### config.mk
export PLATFORM = sky130hd
export DESIGN_NAME = latch_bank_ctrl
export DESIGN_NICKNAME = d
export VERILOG_FILES = /design/src/rtl/latch_bank_ctrl.sv
export SDC_FILE = /design/constraint.sdc
export NUM_CORES = 1
export LEC_CHECK = 0
export CAP_MARGIN = 5
export CORE_ASPECT_RATIO = 0.9
export CORE_UTILIZATION = 43
export CTS_CLUSTER_DIAMETER = 60
export DETAILED_ROUTE_END_ITERATION = 10
export PLACE_DENSITY = 0.76
export SLEW_MARGIN = 20
export SYNTH_ARGS = -nofsm -noshare
export SYNTH_HDL_FRONTEND = slang
export SYNTH_SLANG_ARGS = --single-unit
### constraint.sdc
create_clock -name clk -period 2.13 [get_ports clk]
set_input_delay 0.5325 -clock clk [delete_from_list [all_inputs] [get_ports clk]]
set_output_delay 0.5325 -clock clk [all_outputs]
set_load 0.02 [all_outputs]
### src/rtl/latch_bank_ctrl.sv
// latch_bank_ctrl: arbitrated setup/enable/hold write sequencer for a bank of level-sensitive latches.
// Define LATCH_BANK_RR_EN for round-robin arbitration; otherwise requester B has fixed priority.
module latch_bank_ctrl #(
    parameter int WIDTH     = 8,
    parameter int NREG      = 4,
    parameter int ADDR_W    = 2,
    parameter int PULSE_CYC = 2
) (
    input  logic              clk,
    input  logic              rst,
    input  logic              a_valid,
    output logic              a_ready,
    input  logic [ADDR_W-1:0] a_addr,
    input  logic [WIDTH-1:0]  a_data,
    input  logic              b_valid,
    output logic              b_ready,
    input  logic [ADDR_W-1:0] b_addr,
    input  logic [WIDTH-1:0]  b_data,
    output logic [WIDTH-1:0]  latch_d,
    output logic [NREG-1:0]   latch_en,
    output logic              busy
);
    typedef enum logic [1:0] {IDLE, SETUP, PULSE, HOLD} state_t;
    state_t state_q, state_d;
    logic [3:0] cnt_q, cnt_d;
    logic [ADDR_W-1:0] addr_q, addr_d;
    logic [WIDTH-1:0] data_q, data_d;
    logic [NREG-1:0] en_q, en_d;
    logic grant_b;
`ifdef LATCH_BANK_RR_EN
    logic rr_q, rr_d;
    assign grant_b = b_valid && (!a_valid || rr_q);
`else
    assign grant_b = b_valid;
`endif
    assign a_ready  = !rst && state_q == IDLE && a_valid && !grant_b;
    assign b_ready  = !rst && state_q == IDLE && grant_b;
    assign latch_d  = data_q;
    assign latch_en = en_q;
    assign busy     = state_q != IDLE;
    always_comb begin
        state_d = state_q;
        cnt_d   = cnt_q;
        addr_d  = addr_q;
        data_d  = data_q;
        en_d    = '0;
`ifdef LATCH_BANK_RR_EN
        rr_d    = rr_q;
`endif
        case (state_q)
            IDLE: if (a_ready || b_ready) begin
                state_d = SETUP;
                addr_d  = grant_b ? b_addr : a_addr;
                data_d  = grant_b ? b_data : a_data;
`ifdef LATCH_BANK_RR_EN
                rr_d    = !grant_b;
`endif
            end
            SETUP: begin
                state_d = PULSE;
                cnt_d   = 4'(PULSE_CYC);
                // an out-of-range address matches no bit, so the bank stays untouched
                for (int i = 0; i < NREG; i++) en_d[i] = addr_q == ADDR_W'(i);
            end
            PULSE: begin
                state_d = cnt_q == 4'd1 ? HOLD : PULSE;
                cnt_d   = cnt_q - 4'd1;
                en_d    = cnt_q == 4'd1 ? '0 : en_q;
            end
            default: state_d = IDLE;
        endcase
    end
    always_ff @(posedge clk) begin
        if (rst) begin
            state_q <= IDLE;
            cnt_q   <= '0;
            addr_q  <= '0;
            data_q  <= '0;
            en_q    <= '0;
`ifdef LATCH_BANK_RR_EN
            rr_q    <= 1'b0;
`endif
        end else begin
            state_q <= state_d;
            cnt_q   <= cnt_d;
            addr_q  <= addr_d;
            data_q  <= data_d;
            en_q    <= en_d;
`ifdef LATCH_BANK_RR_EN
            rr_q    <= rr_d;
`endif
        end
    end
endmodule

==> results by group, run 1 <==
Floorplan
  • Initial Util: 0.467
  • # rows: 16
  • Die Y: 48.6 microns
  • Core area: 2220 sq um
  • Ports: 39
  • Die X: 53.8 microns
  • Die ar.: 2610 sq um

CTS
  • CTS Buf Count: 3
  • Hold buffer count at CTS: 0
  • # Post-CTS Setup Buffers: 0
  • CTS tree: built
  • CTS H-tree lvls: 1
  • Root Driver: clkbuf_4
  • CTS Sinks: 20
  • Clk_lat worst skew: 0.31 ns
  • Clk slew on worst S/H paths: 0.12 ns
  • Bufs on Longest Clock Path: 2

Yosys
  • Syn Nets: 145
  • Sequential area share after synthesis: 0.386
  • Post-synth top area share: 0.386
  • Seq cells post-synth: 20
  • Post-synth EDFFs: 0
  • Ranking of synthesized cells by area: dfxtp_1 (39%), mux2i_1 (9.7%), a21oi_1 (8.2%), a211oi_1 (7.2%), ha_1 (7.2%)
  • Post-synth top flop: dfxtp_1
  • Synthesized area per cell: 9.02 sq um
  • Ys async rst share: 0
  • Post-Syn Instances: 115
  • Synth unique cells: 30
  • YS warnings: 0
  • Yosys top cell by area: dfxtp_1
  • Cell Area, Synth: 1040 sq um

Timing
  • RSZ-0062 raised after global routing: false
  • Skew final: 0.00742 ns
  • Final Cycle Share: 0.937
  • Worst setup margin: 0.133 ns
  • Fin. max-slew vios: 0
  • Final Hold Vio Count: 0
  • Fin Hold WS: 0.475 ns
  • Period minus WS final: 2.00 ns
  • Worst slew pin tran: 0.365 ns
  • Worst rel slew slack: 0.757
  • Setup-failing EPs final: 0
  • Max Clock Freq: 0.501 GHz

Run
  • Maxcap violations: 0

Status
  • Status: finished clean

Worst hold path
  • Hold Path Class: reg2reg

Place
  • Port Buffer Count: 38
  • Pre-CTS setup slack: -0.367 ns
  • Placer congestion estimate: 0.801
  • Hpwl dp: 1810 microns
  • Post-DP Area: 1470 sq um
  • DP Cell Count: 180

Drt
  • Vias per cell: 5.39
  • First drt pass iteration count: 4
  • Vias: 991
  • Final wirelength: 2380 microns
  • Wirelength per Cell: 13.0 microns
  • Number of nets still failing antenna checks after routing: 0
  • # DRC: 0
  • DR iter-0 viols: 5

Cells and area
  • Nets: 188
  • Layout cell share with drive strength beyond 1: 0.121
  • Inserted Diodes: 0
  • Layout area overhead: 46.7%
  • Post-Layout Cell Count: 184
  • # fillers: 197
  • Multi-input logic area: 568 sq um
  • Fin area: 1520 sq um
  • Seq. cell area: 400 sq um

Critical path
  • Crit path max-delay family: buffers and inverters
  • Critical Path AT: 1.46 ns
  • CP bufs+invs: 4
  • Crit-path max FO: 3
  • Most frequent CP cell: inv_1
  • Worst setup EP type: output port
  • Max incr delay on CP: 0.35 ns
  • Worst Setup Start Kind: flip-flop
  • Slowest CP cell: dfxtp_1
  • Crit path kind: reg2out
  • Worst-path cell chain: inv_1 > ha_1 > buf_4 > inv_1 > dlygate4sd2_1
  • Crit path required time: 1.60 ns

GRT
  • Largest net degree at the start of global routing: 21
  • GRT Residual Overflow: 0
  • Vias in the first global route: 989
  • All-Layer GR Usage: 0.218
  • Antenna violations before repair: 0
  • First-pass GRT wire length: 4300 microns

Pwr
  • P_leak: 0.000596 uW
  • Pwr Density: 819 nW/um^2
  • Total power: 1250 uW
  • Worst vdd ir: 0.000585 V
kinds of logic (layout without fill, tap and decap cells):
kind of cell,after synthesis,count (layout),share of synthesized area
buffers and inverters,17,59,0.0736
and+or+nand+nor,24,24,0.139
DFF,20,20,0.386
muxes,11,11,0.107
adders and majority gates,6,6,0.0724
AOI/OAI and AO/OA,37,37,0.222
per-layer routing:
metal	wire length (microns)	vias up	track usage
li1	-	503	-
met1	1080	454	0.278
met2	1170	30	0.364
met3	118	4	0.0535
met4	17	0	0.0395
met5	0	-	0
cell type report:
| type | instances | share of cell area |
|---|---|---|
| clock buffer | 3 | 0.0148 |
| clock inverter | 1 | 0.0197 |
| inverter | 8 | 0.0197 |
| multi-input combinational | 78 | 0.373 |
| sequential | 20 | 0.263 |
| tap | 27 | 0.0222 |
| timing repair buffer | 47 | 0.287 |
worst register-to-register path: stages (launching register included):
cell     delay [ns]
dfxtp_1        0.35
buf_4          0.11
ha_1           0.36
inv_1          0.14
or4_1          0.52
a21oi_1        0.15
report_power, final:
| group | switching [uW] | internal (uW) | total (uW) |
|---|---|---|---|
| clock | 126 | 190 | 317 |
| combinational | 237 | 228 | 466 |
| sequential | 35.4 | 428 | 464 |
stage by stage:
step	utilization	setup TNS [ns]
4_1_cts	0.688	0
3_5_place_dp	0.663	-0.702
2_1_floorplan	-	0
6_report	0.685	0
5_1_grt	0.685	0
3_3_place_gp	0.663	-0.579
synthesized netlist by cell type (2+ instances only):
cell       instances
ha_1               6
buf_2              3
nand3_1            5
clkbuf_1           4
a21oi_1           17
dfxtp_1           20
a211oi_1          10
nand2_1            3
nor2_1             2
o21ai_0            4
o2111ai_1          2
nor3b_1            2
or3_1              2
and2_1             2
nor2b_1            2
mux2i_1           10
inv_1              8
cell usage in the layout, fill, tap and decap left out, types with 2 or more instances in the layout:
cell and instances:
clkdlybuf4s50_1 35, mux2i_1 10, a211oi_1 10, a21oi_1 17, nor2_1 2, clkbuf_4 3, and2_1 2, nand3_1 5
nor3b_1 2, dfxtp_1 20, o21ai_0 4, o2111ai_1 2, inv_1 8, buf_2 2, ha_1 6, nand2_1 3
buf_4 9, or3_1 2
flip-flops by register name, indices dropped and copies added, names as in the netlist:
name      flops
cnt_q         4
latch_d       8
state_q       2
addr_q        2
latch_en      4
path summary, 6_finish.rpt:
path / endpoint / slack, ns / startpoint / depth (start not counted)
setup reg to reg: state_q[0]$_SDFFE_PP0P_ / 0.45 / state_q[1]$_SDFFE_PP0P_ / 5
hold reg to reg: latch_en[1]$_SDFFE_PP0P_ / 0.48 / latch_en[1]$_SDFFE_PP0P_ / 2
hold / removal: latch_en[1]$_SDFFE_PP0P_ / 0.48 / latch_en[1]$_SDFFE_PP0P_ / 2
setup / recovery: busy / 0.13 / state_q[1]$_SDFFE_PP0P_ / 5
what timing repair did:
action / 4_1_cts / 5_1_grt
endpoints found under the setup margin: 3 / 2
resized for setup: 8 / 3
gates cloned: 0 / 0
(Power assumes the default switching activity.)
==> run 2: changes to the inputs <==
HOLD_SLACK_MARGIN = 0.03   (was default)
==> results of run 2 <==
The final DEF is identical to that of run 1; final timing and power are the same.
